--- src/rtl/pa_seq_pkg.sv ---
// Shared definitions for the PA power sequencer: register map, CTRL fields
// and state codes (state codes are also the STATUS[2:0] encoding).
package pa_seq_pkg;

  localparam logic [1:0] PA_SEQ_CTRL  = 2'd0;
  localparam logic [1:0] PA_SEQ_TSET  = 2'd1;
  localparam logic [1:0] PA_SEQ_THOLD = 2'd2;
  localparam logic [1:0] PA_SEQ_STAT  = 2'd3;

  localparam int CTRL_START = 0;
  localparam int CTRL_STOP  = 1;
  localparam int CTRL_MODE  = 2;

  localparam int STAT_ERR  = 3;
  localparam int STAT_DONE = 4;

  typedef enum logic [2:0] {
    ST_OFF  = 3'd0,
    ST_WAKE = 3'd1,
    ST_ON   = 3'd2,
    ST_COOL = 3'd3
  } pa_state_e;

endpackage

--- src/rtl/pa_seq_if.sv ---
// CPU register-bus bundle for the PA sequencer: single-cycle valid,
// one-cycle ready acknowledge with registered read data.
interface pa_seq_if #(
  parameter int DATA_W = 32
);
  logic              valid;
  logic [1:0]        address;
  logic [DATA_W-1:0] wdata;
  logic              wstrb;
  logic [DATA_W-1:0] rdata;
  logic              ready;

  modport master (output valid, address, wdata, wstrb, input rdata, ready);
  modport slave  (input valid, address, wdata, wstrb, output rdata, ready);
endinterface

--- src/rtl/pa_seq_timer.sv ---
// Loadable down-counter for settle/hold intervals; holds at zero instead of
// wrapping so an idle timer never produces a spurious terminal count.
module pa_seq_timer #(
  parameter int CNT_W = 16
) (
  input  logic             clk,
  input  logic             rst,
  input  logic             load,
  input  logic             dec,
  input  logic [CNT_W-1:0] load_val,
  output logic             zero
);

  logic [CNT_W-1:0] cnt;

  always_ff @(posedge clk or posedge rst) begin
    if (rst) begin
      cnt <= '0;
    end else if (load) begin
      cnt <= load_val;
    end else if (dec && (cnt != '0)) begin
      cnt <= cnt - 1'b1;
    end
  end

  assign zero = (cnt == '0);

endmodule

--- src/rtl/pa_seq.sv ---
// PA power-up/power-down sequencer with CPU register file. Drives pa_pd and
// pa_mode through timed states so the PA settles before RF and ramps down cleanly.
//
//   state | meaning
//   OFF   | PA powered down, waiting for START or tx_req
//   WAKE  | PA powered, RF off, settling for max(T_SETTLE,1) cycles
//   ON    | RF enabled at latched MODE until T_HOLD, tx_done or STOP
//   COOL  | RF off, PA still powered for max(T_SETTLE,1) cycles
module pa_seq
  import pa_seq_pkg::*;
#(
  parameter int DATA_W = 32,
  parameter int CNT_W  = 16
) (
  input  logic       clk,
  input  logic       rst,
  pa_seq_if.slave    bus,
  input  logic       tx_req,
  input  logic       tx_done,
  output logic       pa_pd,
  output logic [1:0] pa_mode,
  output logic       pa_on,
  output logic       busy
);

  function automatic logic [CNT_W-1:0] minus1(input logic [CNT_W-1:0] v);
    return (v == '0) ? '0 : v - 1'b1;
  endfunction

  pa_state_e         state, state_next;
  logic [1:0]        mode_reg, mode_w;
  logic [CNT_W-1:0]  t_settle, t_hold, tset_w, thold_w;
  logic              err, done;

  logic              wr, rd, wr_ctrl, cpu_start, cpu_stop, start_req, stat_rd;
  logic              seq_start, seq_done, err_set;
  logic              tmr_load, tmr_dec, tmr_zero;
  logic [CNT_W-1:0]  tmr_val;
  logic [DATA_W-1:0] rd_mux;
  logic [1:0]        start_mode;
  logic              unused_wdata;

  assign wr         = bus.valid & bus.wstrb;
  assign rd         = bus.valid & ~bus.wstrb;
  assign wr_ctrl    = wr && (bus.address == PA_SEQ_CTRL);
  assign cpu_stop   = wr_ctrl & bus.wdata[CTRL_STOP];
  assign cpu_start  = wr_ctrl & bus.wdata[CTRL_START] & ~bus.wdata[CTRL_STOP];
  assign start_req  = cpu_start | tx_req;
  assign stat_rd    = rd && (bus.address == PA_SEQ_STAT);
  assign err_set    = start_req && (state != ST_OFF);
  // A START write carries its own MODE, which is not yet in mode_reg.
  assign start_mode = wr_ctrl ? bus.wdata[CTRL_MODE +: 2] : mode_reg;
  assign unused_wdata = ^bus.wdata[DATA_W-1:CNT_W];

  pa_seq_timer #(.CNT_W(CNT_W)) u_timer (
    .clk      (clk),
    .rst      (rst),
    .load     (tmr_load),
    .dec      (tmr_dec),
    .load_val (tmr_val),
    .zero     (tmr_zero)
  );

  always_ff @(posedge clk or posedge rst) begin
    if (rst) begin
      state <= ST_OFF;
    end else begin
      state <= state_next;
    end
  end

  always_comb begin
    state_next = state;
    tmr_load   = 1'b0;
    tmr_dec    = 1'b0;
    tmr_val    = '0;
    seq_start  = 1'b0;
    seq_done   = 1'b0;
    case (state)
      ST_OFF: begin
        if (start_req) begin
          state_next = ST_WAKE;
          tmr_load   = 1'b1;
          tmr_val    = minus1(t_settle);
          seq_start  = 1'b1;
        end
      end
      ST_WAKE: begin
        if (cpu_stop) begin
          state_next = ST_COOL;
          tmr_load   = 1'b1;
          tmr_val    = minus1(tset_w);
        end else if (tmr_zero) begin
          state_next = ST_ON;
          tmr_load   = 1'b1;
          tmr_val    = minus1(thold_w);
        end else begin
          tmr_dec = 1'b1;
        end
      end
      ST_ON: begin
        // T_HOLD=0 means unlimited: only tx_done or STOP leave ON.
        if (cpu_stop || tx_done || ((thold_w != '0) && tmr_zero)) begin
          state_next = ST_COOL;
          tmr_load   = 1'b1;
          tmr_val    = minus1(tset_w);
        end else begin
          tmr_dec = 1'b1;
        end
      end
      ST_COOL: begin
        if (tmr_zero) begin
          state_next = ST_OFF;
          seq_done   = 1'b1;
        end else begin
          tmr_dec = 1'b1;
        end
      end
      default: state_next = ST_OFF;
    endcase
  end

  always_comb begin
    rd_mux = '0;
    case (bus.address)
      PA_SEQ_CTRL:  rd_mux[CTRL_MODE +: 2] = mode_reg;
      PA_SEQ_TSET:  rd_mux[CNT_W-1:0]      = t_settle;
      PA_SEQ_THOLD: rd_mux[CNT_W-1:0]      = t_hold;
      default: begin
        rd_mux[2:0]       = state;
        rd_mux[STAT_ERR]  = err;
        rd_mux[STAT_DONE] = done;
      end
    endcase
  end

  always_ff @(posedge clk or posedge rst) begin
    if (rst) begin
      mode_reg  <= '0;
      t_settle  <= CNT_W'(1);
      t_hold    <= '0;
      mode_w    <= '0;
      tset_w    <= '0;
      thold_w   <= '0;
      err       <= 1'b0;
      done      <= 1'b0;
      bus.ready <= 1'b0;
      bus.rdata <= '0;
    end else begin
      if (wr_ctrl) mode_reg <= bus.wdata[CTRL_MODE +: 2];
      if (wr && (bus.address == PA_SEQ_TSET))  t_settle <= bus.wdata[CNT_W-1:0];
      if (wr && (bus.address == PA_SEQ_THOLD)) t_hold   <= bus.wdata[CNT_W-1:0];
      if (seq_start) begin
        mode_w  <= start_mode;
        tset_w  <= t_settle;
        thold_w <= t_hold;
      end
      // Set beats clear-on-read so an event during the read is never lost.
      err       <= err_set  | (err  & ~stat_rd);
      done      <= seq_done | (done & ~stat_rd);
      bus.ready <= bus.valid;
      bus.rdata <= rd ? rd_mux : '0;
    end
  end

  always_ff @(posedge clk or posedge rst) begin
    if (rst) begin
      pa_pd   <= 1'b1;
      pa_mode <= 2'b00;
      pa_on   <= 1'b0;
      busy    <= 1'b0;
    end else begin
      pa_pd   <= (state_next == ST_OFF);
      pa_mode <= (state_next == ST_ON) ? mode_w : 2'b00;
      pa_on   <= (state_next == ST_ON);
      busy    <= (state_next != ST_OFF);
    end
  end

endmodule
--- src/flat_wrapper.sv ---
// flat-port wrapper written by rule: the top's interface ports become plain ports
module pa_seq_flat import pa_seq_pkg::*;
#(
  parameter int DATA_W = 32,
  parameter int CNT_W  = 16
)
  (clk, rst, tx_req, tx_done, pa_pd, pa_mode, pa_on, busy, bus_valid, bus_address, bus_wdata, bus_wstrb, bus_rdata, bus_ready);
  pa_seq_if #(.DATA_W(DATA_W)) bus_i ();
  input  logic clk;
  input  logic rst;
  input  logic tx_req;
  input  logic tx_done;
  output logic pa_pd;
  output logic [1:0] pa_mode;
  output logic pa_on;
  output logic busy;
  input wire logic [$bits(bus_i.valid)-1:0] bus_valid;
  input wire logic [$bits(bus_i.address)-1:0] bus_address;
  input wire logic [$bits(bus_i.wdata)-1:0] bus_wdata;
  input wire logic [$bits(bus_i.wstrb)-1:0] bus_wstrb;
  output wire logic [$bits(bus_i.rdata)-1:0] bus_rdata;
  output wire logic [$bits(bus_i.ready)-1:0] bus_ready;
  assign bus_i.valid = bus_valid;
  assign bus_i.address = bus_address;
  assign bus_i.wdata = bus_wdata;
  assign bus_i.wstrb = bus_wstrb;
  assign bus_rdata = bus_i.rdata;
  assign bus_ready = bus_i.ready;
  pa_seq #(.DATA_W(DATA_W), .CNT_W(CNT_W)) u_core (.clk(clk), .rst(rst), .bus(bus_i), .tx_req(tx_req), .tx_done(tx_done), .pa_pd(pa_pd), .pa_mode(pa_mode), .pa_on(pa_on), .busy(busy));
endmodule
--- config.mk ---
export PLATFORM = sky130hd
export DESIGN_NAME = pa_seq_flat
export DESIGN_NICKNAME = d
export VERILOG_FILES = /design/src/rtl/pa_seq_pkg.sv /design/src/rtl/pa_seq_if.sv /design/src/rtl/pa_seq_timer.sv /design/src/rtl/pa_seq.sv /design/src/flat_wrapper.sv
export SDC_FILE = /design/constraint.sdc
export NUM_CORES = 1
export LEC_CHECK = 0
export CAP_MARGIN = 20
export CORE_MARGIN = 2
export CORE_UTILIZATION = 57
export CTS_BUF_LIST = sky130_fd_sc_hd__clkbuf_4 sky130_fd_sc_hd__clkbuf_8
export CTS_CLUSTER_DIAMETER = 150
export CTS_CLUSTER_SIZE = 14
export DETAILED_ROUTE_END_ITERATION = 16
export GPL_TIMING_DRIVEN = 0
export PLACE_DENSITY = 0.82
export SLEW_MARGIN = 20
export SYNTH_ARGS = -nofsm -noshare
export SYNTH_HDL_FRONTEND = slang
export SYNTH_SLANG_ARGS = --single-unit
--- constraint.sdc ---
create_clock -name clk -period 4.8 [get_ports clk]
set_clock_uncertainty 0.1 [all_clocks]
set_input_delay 0.72 -clock clk [delete_from_list [all_inputs] [get_ports clk]]
set_output_delay 0.72 -clock clk [all_outputs]
set_load 0.01 [all_outputs]
======== Word-level counts from Yosys, hierarchy flattened ========
Index checks and enable logic that the tools add are counted.
storage, ports and cells
  flip-flop bits (word level) ............. 127
  word-level logic and storage cells ...... 95
  output and inout bits ................... 38
operators by class
  multiplexer cells ....................... 34
  bitwise logic cells ..................... 13
  eq/ne operators ......................... 7
  reductions and logical operators ........ 21
  add/subtract/negate cells ............... 4
operator list
  operator                                            count
  2-to-1 mux 16 bit                                   10
  logical NOT 16 bit                                  4
  subtractor 16 x 1 -> 16 bit, second input constant  4
  case mux 16 bit (3 select lines)                    1
  nonzero test 16 bit                                 2
  case mux 11 bit (2 select lines)                    1
  2-to-1 mux 3 bit                                    5
  case mux 2 bit (3 select lines)                     2
  case mux 3 bit (4 select lines)                     1
  == test 3 x 2 -> 1 bit, second input constant       3
  2-to-1 mux 1 bit                                    9
  case mux 1 bit (3 select lines)                     3
  AND 1 bit                                           7
  logical AND 1 bit                                   7
  logical NOT 3 bit                                   2
  nonzero test 3 bit                                  2
  == test 2 bit, second input constant                2
  2-to-1 mux 2 bit                                    2
  == test 3 x 1 -> 1 bit, second input constant       1
  NOT 1 bit                                           3
  bitwise OR 1 bit                                    3
  == test 2 x 1 -> 1 bit, second input constant       1
  logical NOT 2 bit                                   1
  logical OR 1 bit                                    2
  nonzero test 2 bit                                  1

======== Longest topological paths before layout ========
Gate-level depths: netlist of run 1.
  depth after elaboration ................. 10
  mapped depth ............................ 12
  gate-level depth less buffers ........... 9

======== By module ========
From an unflattened synthesis of run 1, not the netlist that was laid out.
unflattened totals
  cells, all modules ...................... 667
  area total of the unflattened synthesis .. 6258.5 um2
by module, submodules not included
  module        area an instance (um2)  times used  cells an instance
  pa_seq        5201.2                  1           544
  pa_seq_timer  1057.3                  1           123

======== Least setup slack after synthesis of run 1 ========
Ideal clock, no wire load.
  path type ............................... input-to-reg
  start ................................... in bus_address[0]
  end ..................................... reg u_core.tset_w[10]
  data required time ...................... 4.575 ns
  setup time .............................. 0.125 ns
  data arrival time ....................... 2.510 ns
  stages on the path ...................... 8
  slack ................................... 2.065 ns
  cells stage by stage .................... inv_1 -> ha_1 -> and3_1 -> a31oi_1 -> nor2b_1 -> buf_2 -> buf_1 -> mux2_2
between the ends
  longest elaborated chain between the ends .. 7
ends and longest elaborated chain
  what                     line                RTL
  from (decl)              flat_wrapper.sv:18  input wire logic [$bits(bus_i.address)-1:0] bus_address;
  logical NOT 2 bit        pa_seq.sv:45        assign wr_ctrl = wr && (bus.address == PA_SEQ_CTRL);
  logical AND 1 bit        pa_seq.sv:45
  AND 1 bit (2 in series)  pa_seq.sv:47        assign cpu_start = wr_ctrl & bus.wdata[CTRL_START] & ~bus.wdata[CTRL_STOP];
  bitwise OR 1 bit         pa_seq.sv:48        assign start_req = cpu_start | tx_req;
  2-to-1 mux 1 bit         pa_seq.sv:81        if (start_req) begin
  2-to-1 mux 1 bit         pa_seq.sv:79        case (state)
  to (signal assigned)     pa_seq.sv:155       tset_w <= t_settle;
  to (decl)                pa_seq.sv:32        logic [CNT_W-1:0] t_settle, t_hold, tset_w, thold_w;
No other way between the ends.
A chain may end at the register's enable or synchronous reset.

======== Worst setup path in the final report of run 1 ========
  start ................................... in bus_address[0]
  end ..................................... reg u_core.u_timer.cnt[7]
between the ends
  longest elaborated chain between the ends .. 9
  elaborated cells between the ends (all ways) .. 22
  classes of those cells .................. mux (12); bitwise (4); reduce/logical (6)
ends and longest elaborated chain
  what                             line                RTL
  logical NOT 2 bit *              pa_seq.sv:45
  logical AND 1 bit *              pa_seq.sv:45
  AND 1 bit                        pa_seq.sv:46        assign cpu_stop = wr_ctrl & bus.wdata[CTRL_STOP];
  logical OR 1 bit (2 in series)   pa_seq.sv:103       if (cpu_stop || tx_done || ((thold_w != '0) && tmr_zero)) begin
  2-to-1 mux 1 bit                 pa_seq.sv:103
  case mux 1 bit (3 select lines)  pa_seq.sv:79
  logical AND 1 bit                pa_seq_timer.sv:21  end else if (dec && (cnt != '0)) begin
  nonzero test 2 bit (no line)     n/a
  to (signal assigned)             pa_seq_timer.sv:20  cnt <= load_val;
  to (signal assigned)             pa_seq_timer.sv:22  cnt <= cnt - 1'b1;
  to (decl)                        pa_seq_timer.sv:14  logic [CNT_W-1:0] cnt;
Mark *: on every way between the ends. The rest lies on a longest branch, timed or not.

==> impl_metrics.tcl, run 1 <==
set metrics [dict create \
    max_slew.worst_pin.slew_ns 0.788 \
    drt-wirelength-per-cell_um 17.1 \
    multi_input_area_sq_um 2890 \
    crit_arrival_ns 3.59 \
    synth_xor_xnor_area_share 0.0652 \
    tritoncts "built" \
    power.static_leakage_nw 2.85 \
    synth_compound_area_frac 0.112 \
    clk_pin_slew_ns 0.11 \
    slew_headroom 0.461 \
    clockBufferDepth 2 \
    setup_ws_ns 1.34 \
    row_count 37 \
    hold_ws_ns 0.397 \
    synthMuxAreaShare 0.122 \
    io_buffers 44 \
    remaining_drc_errors 0 \
    synth_seq_cells 111 \
    seq_area_sq_um 2780 \
    yosysSeqAreaShare 0.470 \
    overflow 0 \
    hold_path_class "reg -> reg" \
    synth_edf_count 0 \
    synth_top_family_by_area "simple AND/OR/NAND/NOR gates" \
    syn-instance-count 569 \
    synth_flop_cell "dfrtp_1" \
    num_antenna_cells 0 \
    dpl.hpwl_um 10200 \
    synthSimpleGateAreaFrac 0.155 \
    drt-vias-per-instance 5.72 \
    endpoint_kind "flip-flop" \
    die_y_um 106 \
    place_ws_ns 0.997 \
    yosysUniqueCellTypes 56 \
    postRouteAntennaNets 0 \
    crit_type "in -> reg" \
    clkSinkCount 111 \
    finalSetupTns_ns 0 \
    cts-hold-fix-buffers 0 \
    grt_pass1_vias 4423 \
    p_total_mw 2.78 \
    maxSlewViolCount 0 \
    final_hold_viol_count 0 \
    clockRootBuffer "clkbuf_8" \
    period_minus_slack_ns 3.46 \
    timing.fmax_ghz 0.289 \
    crit_path_max_fanout 6 \
    grt.total_usage 0.255 \
    dr_total_vias 4480 \
    drv_cap 0 \
    grt_max_degree 83 \
    synth_area_per_cell_sq_um 10.4 \
    synth_fa_ha_area_frac 0.0254 \
    gp_congestion 0.872 \
    power_density_nw_per_um2 409 \
    min_period_over_period 0.720 \
    core_area_sq_um 10200 \
    clkLatencyLatePin_ns 0.37 \
    die_w_um 106 \
    grt_pass1_wl_um 22300 \
    setup_viol 0 \
    drtPass1Iterations 5 \
    post-cts-setup-buffer-count 0 \
    required_ns 4.93 \
    htreeDepth 3 \
    fill_cells 794 \
    drive_above_1_share 0.178 \
    numCtsBuffers 9 \
    async_flop_share 1.00 \
    antenna_found_initial 0 \
    syn_area_sq_um 5910 \
    initial_core_util 0.580 \
    ios 78 \
    drt-total-wl_um 13400 \
    ir_drop_mv 0.311 \
    startpoint_type "input port" \
    die_area_sq_um 11200 \
    areaGrowthSynthToFinish_pct 15.2 \
    ctsResizeCount 0 \
    rsz0062_at_grt "no" \
    status "completed" \
    first_iter_violations 315 \
    nNetsFinal 694 \
    ys.warnings.count 0 \
]
## critical path, stage by stage
cell and delay (ns):
clkdlybuf4s50_1 0.49, inv_1 0.13, ha_1 0.26, and3_1 0.24, a31oi_1 0.11, nor2b_1 0.38, o21ba_2 0.25, and2_1 0.21
a2111oi_0 0.71, a211oi_1 0.08
## synthesized netlist by cell type (3+ instances only)
library cell | count | area share
mux2_2 | 62 | 0.12
xor2_1 | 22 | 0.033
xnor2_1 | 22 | 0.033
nor2b_1 | 3 | 0.0032
clkbuf_1 | 16 | 0.010
nor4_1 | 14 | 0.015
o22ai_1 | 7 | 0.0074
a22oi_1 | 14 | 0.018
buf_2 | 4 | 0.0034
dfrtp_1 | 109 | 0.46
nand4_1 | 3 | 0.0032
ha_1 | 12 | 0.025
o21ai_0 | 17 | 0.014
a211oi_1 | 4 | 0.0051
buf_4 | 18 | 0.023
nand2_1 | 33 | 0.021
or4_1 | 9 | 0.011
nor3b_1 | 3 | 0.0038
and3_1 | 3 | 0.0032
o221ai_1 | 9 | 0.013
and2_1 | 3 | 0.0032
o41ai_1 | 3 | 0.0044
nor3_1 | 18 | 0.015
inv_1 | 18 | 0.011
nand3_1 | 16 | 0.014
nand2b_1 | 4 | 0.0042
nor2_1 | 63 | 0.040
a21oi_1 | 22 | 0.019
## layout by cell type, fill, tap and decap left out, drive strengths merged, types with 18 or more instances in the layout
cell type	n
mux2	62
dfrtp	109
nor2	63
a21oi	22
clkbuf	25
clkdlybuf4s50	44
nor3	19
o21ai	18
xnor2	22
buf	26
nand2	33
inv	21
xor2	22
## worst paths after layout
| check | from | to | slack [ns] | cells after the start |
|---|---|---|---|---|
| setup / recovery | bus_address[0] | u_core.u_timer.cnt[7] | 1.34 | 10 |
| max in group asynchronous | rst | u_core.t_settle[0] | 3.32 | 3 |
| hold reg to reg | u_core.mode_w[1] | u_core.pa_mode[1] | 0.40 | 1 |
| setup reg to reg | u_core.thold_w[6] | u_core.u_timer.cnt[7] | 1.69 | 7 |
| min in group asynchronous | rst | u_core.t_hold[4] | 0.57 | 2 |
| hold / removal | u_core.mode_w[1] | u_core.pa_mode[1] | 0.40 | 1 |
## layout make-up
cell class,count,share of cell area
tap,136,0.0250
clock inverter,7,0.00956
buffer,40,0.0338
multi-input combinational,416,0.425
sequential,111,0.408
clock buffer,9,0.0182
inverter,18,0.0107
timing repair buffer,46,0.0695
## layer usage
layer / up-vias / track usage / part of all wire
met3: 26 / 0.0353 / 0.059
met4: 0 / 0.112 / 0.022
met2: 145 / 0.401 / 0.47
li1: 2156 / - / -
met1: 2153 / 0.356 / 0.45
met5: - / 0 / 0
## stage by stage
step | instance area (sq um) | util | cells
2_1_floorplan | 5970 | - | 585
3_3_place_gp | 6580 | 0.646 | 765
3_5_place_dp | 6610 | 0.649 | 766
4_1_cts | 6800 | 0.668 | 782
5_1_grt | 6810 | 0.668 | 783
6_report | 6810 | 0.668 | 783
## logic make-up after synthesis
logic type                 count (synthesis)
AOI/OAI and AO/OA                         95
other                                      1
and+or+nand+nor                          184
xor gates and xnor gates                  44
DFF                                      111
muxes                                     64
adders and majority gates                 12
buffers and inverters                     58
## report_power, final
group	switching (mW)	internal [mW]
combinational	0.388	0.410
sequential	0.281	1.16
clock	0.342	0.201
(Power assumes the default switching activity.)
==> inputs of run 2 (changes only) <==
Settings changed: CORE_UTILIZATION 57 to 52, PLACE_DENSITY 0.82 to 0.79.
Clock period 4.8 ns to 3.09 ns, I/O delays scaled along.
==> run 2 against run 1 <==
Worst setup slack got worse by 1.1 ns; critical path depth rose by 1; utilization fell by 3.9 points; count of clock-buffer cells in the layout did not move; clock power rose by 82%; flip-flop and latch count did not move; register-to-register slack got worse by 1.4 ns.
==> impl_metrics.tcl, run 2 (same netlist as run 1, synthesis figures left out) <==
set metrics [dict create \
    grt_pass1_vias 4496 \
    io_buffers 44 \
    path_buf_inv 4 \
    num_antenna_cells 0 \
    areaGrowthSynthToFinish_pct 16.9 \
    dr_total_vias 4564 \
    instances_no_fill 788 \
    core_area_sq_um 11000 \
    drt-total-wl_um 14000 \
    ir_drop_mv 0.443 \
    r2r_setup_slack_ns 0.27 \
    nNetsFinal 695 \
    timing.fmax_ghz 0.346 \
    power.static_leakage_nw 2.90 \
    initial_core_util 0.538 \
    finalSetupTns_ns 0 \
    post-cts-setup-buffer-count 0 \
    dpl.hpwl_um 10600 \
    period_minus_slack_ns 2.89 \
    min_period_over_period 0.937 \
    drtPass1Iterations 5 \
    die_area_sq_um 12200 \
    grt_max_degree 37 \
    path_delay_family "buffers and inverters" \
    place_ws_ns -0.490 \
    overflow 0 \
    slowest_delay_ns 0.49 \
    clk_pin_slew_ns 0.10 \
    finish.instance_area_sq_um 6910 \
    ios 78 \
    required_ns 3.33 \
    crit_type "in -> reg" \
    critical_path.cell_chain "clkdlybuf4s50_1, inv_1, ha_1, nand4_1, nor2_1, mux2i_1, or4_1, buf_2, buf_6, o221ai_2, o211a_1" \
    drv_cap 0 \
    worst-path-stages 11 \
    crit_arrival_ns 3.13 \
    holdPathStages 2 \
    r2r-start "u_core.u_timer.cnt[0]" \
    drive_above_1_share 0.191 \
    rsz0062_at_grt "no" \
    reg2reg_to "u_core.u_timer.cnt[15]" \
    clkSinkCount 111 \
    layout_commonest_cell "dfrtp_1" \
    postLayoutCoreUtil 0.629 \
    p_total_mw 4.51 \
    min_to "u_core.err" \
    numCtsBuffers 9 \
    grt_pass1_wl_um 23100 \
    reg2reg_depth 11 \
    clockRootBuffer "clkbuf_8" \
    crit_path_max_fanout 10 \
    startpoint_type "input port" \
    die_y_um 111 \
    setup_ws_ns 0.196 \
    clkLatencyLatePin_ns 0.39 \
    min_from "u_core.err" \
    first_iter_violations 319 \
    max_slew.worst_pin.slew_ns 0.706 \
    drt-wirelength-per-cell_um 17.7 \
    endpoint_kind "flip-flop" \
    drt-vias-per-instance 5.79 \
    final_hold_viol_count 0 \
    cts-hold-fix-buffers 0 \
    antenna_found_initial 0 \
    slew_headroom 0.525 \
    power_density_nw_per_um2 652 \
    placed_cells 772 \
    fill_cells 915 \
    tritoncts "built" \
    grt.total_usage 0.238 \
    die_w_um 111 \
    maxSlewViolCount 0 \
    status "completed" \
    place_area_sq_um 6660 \
    clockBufferDepth 2 \
    row_count 38 \
    crit_slowest_cell "or4_1" \
    htreeDepth 3 \
    gp_congestion 0.853 \
    final_cell_mix "dfrtp_1, nor2_1, mux2_2" \
    hold_ws_ns 0.405 \
    postRouteAntennaNets 0 \
    remaining_drc_errors 0 \
    setup_viol 0 \
    hold_path_class "reg -> reg" \
]
run 2: final cells by class:
| type | instances | area, sq um | share of cell area |
|---|---|---|---|
| well taps | 140 | 175 | 0.0253 |
| clock buffers | 9 | 124 | 0.0179 |
| clock inverters | 7 | 101 | 0.0147 |
| inverters | 18 | 71.3 | 0.0103 |
| multi-input cells | 416 | 2920 | 0.422 |
| flip-flops and latches | 111 | 2780 | 0.402 |
| plain buffers | 40 | 234 | 0.0339 |
| repair buffers | 47 | 508 | 0.0735 |
run 2: metal layers:
metal	vias up	part of all wire	global-route usage
met5	-	0	0
met4	0	0.029	0.104
met3	31	0.054	0.0483
met2	154	0.48	0.378
met1	2222	0.44	0.319
li1	2157	-	-
run 2: how the worst max path moves through the flow:
stage / from / endpoint / slack [ns]
finish: bus_address[0] / u_core.u_timer.cnt[15] / 0.20
global route: bus_address[0] / u_core.u_timer.cnt[10] / 0.002
CTS: bus_address[0] / u_core.u_timer.cnt[12] / 0.03
detailed placement: bus_address[0] / u_core.tset_w[6] / -0.49
global placement: bus_address[0] / u_core.tset_w[9] / -0.41
floorplan: bus_address[0] / u_core.tset_w[10] / 0.61
run 2: power breakdown:
| part | switching (mW) | internal, mW | leakage, nW |
|---|---|---|---|
| clock | 0.520 | 0.466 | 0.112 |
| sequential | 0.450 | 1.81 | 1.38 |
| combinational | 0.621 | 0.646 | 1.41 |
| total | 1.59 | 2.92 | 2.90 |
run 2: repair_timing:
action                     4_1_cts  5_1_grt
resized for setup                2        8
gates cloned                     0        0
setup endpoints to repair       11       22
hold endpoints to repair         0        0
run 2: worst min-delay path, stage by stage (launching register included):
cell	delay (ns)
dfrtp_1	0.36
nand2_1	0.05
o21ai_0	0.06
==> inputs of run 3 (changes only) <==
Settings changed: CORE_UTILIZATION 52 to 50, PLACE_DENSITY 0.79 to 0.76, SYNTH_HIERARCHICAL from default to 1.
==> run 3 against run 2 <==
The run now ends with setup timing left; via count is 20% higher; sequential share of layout area is 3.8 points lower; register-to-register slack worse by 0.46 ns; critical path depth is 1 lower; worst setup slack worse by 0.39 ns; hold slack worse by 0.032 ns; synthesized cell count is 17% higher; sequential power is 4% lower; largest cell class unchanged; highest routed layer unchanged.
==> impl_metrics.tcl, run 3 <==
set metrics [dict create \
    antenna_found_initial 0 \
    fill_cells 1011 \
    finalSetupTns_ns -1.37 \
    grt.total_usage 0.264 \
    initial_core_util 0.517 \
    yosysTopAreaCell "dfrtp_1" \
    synth_flop_cell "dfrtp_1" \
    synth_area_per_cell_sq_um 9.38 \
    p_comb_frac 0.339 \
    dr_total_vias 5471 \
    die_y_um 116 \
    syn_area_sq_um 6260 \
    die_area_sq_um 13400 \
    syn-instance-count 667 \
    setup_ws_ns -0.191 \
    hold_path_class "in -> async" \
    power.static_leakage_nw 3.29 \
    drv_cap 0 \
    timing.fmax_ghz 0.305 \
    slowest_delay_ns 0.54 \
    crit_type "reg -> reg" \
    grt_pass1_vias 5230 \
    cts-hold-fix-buffers 0 \
    synth_common_cells "nand2_1, dfrtp_1, nor2_1" \
    synth_area_leaders "dfrtp_1, nand2_1, mux2_2" \
    power_switching_mw 1.80 \
    first_iter_violations 500 \
    drt-total-wl_um 17300 \
    finish.instance_area_sq_um 7640 \
    period_minus_slack_ns 3.28 \
    maxSlewViolCount 0 \
    clockBufferDepth 2 \
    ys.warnings.count 6 \
    min_period_over_period 1.06 \
    yosysUniqueCellTypes 77 \
    nNetsFinal 815 \
    areaGrowthSynthToFinish_pct 22.0 \
    row_count 40 \
    rsz0062_at_grt "yes" \
    async_flop_share 1.00 \
    clkLatencyLatePin_ns 0.40 \
    die_w_um 116 \
    slew_headroom 0.329 \
    pwr-share-seq 0.464 \
    layout_commonest_cell "nand2_1" \
    htreeDepth 3 \
    grt_pass1_wl_um 26900 \
    tritoncts "built" \
    crit_slowest_cell "or4_4" \
    place_area_sq_um 7020 \
    synth_edf_count 0 \
    clkSinkCount 111 \
    max_slew.worst_pin.slew_ns 0.997 \
    crit_path_max_fanout 4 \
    io_buffers 44 \
    remaining_drc_errors 0 \
    power_density_nw_per_um2 610 \
    yosysTopAreaCellShare 0.436 \
    internal-power_mw 2.86 \
    final_cell_mix "nand2_1, dfrtp_1, nor2_1" \
    required_ns 3.31 \
    postLayoutCoreUtil 0.631 \
    startpoint_type "flip-flop" \
    clk_pin_slew_ns 0.11 \
    violations "setup timing" \
    place_ws_ns -0.636 \
    num_antenna_cells 0 \
    clockRootBuffer "clkbuf_8" \
    numCtsBuffers 9 \
    status "finished, violations left" \
    grt_max_degree 55 \
    gp_congestion 0.885 \
    ios 78 \
    yosysSeqAreaShare 0.444 \
    postRouteAntennaNets 0 \
    ir_drop_mv 0.373 \
    final_hold_viol_count 0 \
    drt-vias-per-instance 5.85 \
    critical_path.cell_chain "inv_2, ha_4, or4b_4, or4_4, a211oi_4, a32o_2, and4bb_2, o211ai_1, or4_1, a31oi_1" \
    drt-wirelength-per-cell_um 18.4 \
    drive_above_1_share 0.197 \
    p_clk_frac 0.196 \
    crit_arrival_ns 3.50 \
    synth_seq_cells 111 \
    dpl.hpwl_um 12200 \
    synth.most_common_cell "nand2_1" \
    setup_viol 13 \
    drtPass1Iterations 6 \
    p_sw_frac 0.387 \
    endpoint_kind "flip-flop" \
    overflow 0 \
    core_area_sq_um 12100 \
]
==> run 3: cell types whose count changed after synthesis, sizes merged, moves of 6 or more <==
cell / change
mux2: -28
a21oi: -8
or3: +6
nor2: -12
clkbuf: +12
nand4b: +6
nand2: +100
xor2: -6
nand4: +6
==> run 3: power by group through the flow <==
stage,logic [mW],registers [mW],clock network [mW]
final,1.58,2.16,0.915
after global routing,1.72,2.19,1.01
after CTS,1.48,2.14,0.929
after detailed placement,1.36,2.15,0
after global placement,1.32,2.13,0
after floorplan,1.03,2.04,0
==> run 3: metrics by stage <==
stage / hold slack [ns] / power, mW / std cells
2_1_floorplan: 0.277 / 3.08 / 683
3_3_place_gp: 0.377 / 3.45 / 895
3_5_place_dp: 0.383 / 3.51 / 896
4_1_cts: 0.398 / 4.54 / 932
5_1_grt: 0.414 / 4.93 / 936
6_report: 0.373 / 4.66 / 936
==> run 3: cell families after synthesis <==
group / after synthesis / share of synthesized area
and+or+nand+nor: 292 / 0.231
DFF: 111 / 0.444
AOI/OAI and AO/OA: 105 / 0.124
buffers and inverters: 72 / 0.0588
muxes: 38 / 0.0676
xor gates and xnor gates: 36 / 0.0504
adders and majority gates: 12 / 0.0240
other: 1 / 0.000599
==> run 3: layout make-up <==
type / instances / area [sq um] / area share
Clock inverter: 7 / 78.8 / 0.0103
Timing Repair Buffer: 69 / 681 / 0.0891
Tap cell: 168 / 210 / 0.0275
Clock buffer: 9 / 124 / 0.0162
Buffer: 49 / 299 / 0.0392
Inverter: 23 / 93.8 / 0.0123
Multi-Input combinational cell: 500 / 3370 / 0.441
Sequential cell: 111 / 2780 / 0.364
==> run 3: timing repair <==
item | 4_1_cts | 5_1_grt
hold endpoints to repair | 0 | 0
gates cloned | 1 | 1
setup endpoints to repair | 16 | 26
pin swaps | 14 | 12
resized for setup | 31 | 31
buffers inserted | 20 | 3
==> run 3: layer usage <==
| metal | wire length (um) | track usage | up-vias |
|---|---|---|---|
| li1 | - | - | 2516 |
| met1 | 7140 | 0.351 | 2656 |
| met2 | 8330 | 0.419 | 243 |
| met3 | 1150 | 0.0486 | 56 |
| met4 | 649 | 0.128 | 0 |
| met5 | 0 | 0 | - |
==> run 3: worst paths after layout <==
| path | startpoint | to | slack (ns) | cells past startpoint |
|---|---|---|---|---|
| max | u_core/thold_w[1] | u_core/u_timer/cnt[10] | -0.19 | 10 |
| min | rst | u_core/tset_w[8] | 0.37 | 2 |
| max reg2reg | u_core/thold_w[1] | u_core/u_timer/cnt[10] | -0.19 | 10 |
| min reg2reg | u_core/err | u_core/err | 0.41 | 2 |
| max in group asynchronous | rst | u_core/t_settle[0] | 1.89 | 3 |
| min in group clk | u_core/err | u_core/err | 0.41 | 2 |
==> run 3: worst max-delay path, delay by kind of cell, from the launching register on <==
| family | cells | cell delay [ns] |
|---|---|---|
| flip-flops | 1 | 0.42 |
| buffers and inverters | 1 | 0.09 |
| AND/OR/NAND/NOR | 4 | 1.73 |
| adder cells (fa/ha/maj) | 1 | 0.12 |
| AO/OA/AOI/OAI | 4 | 0.73 |
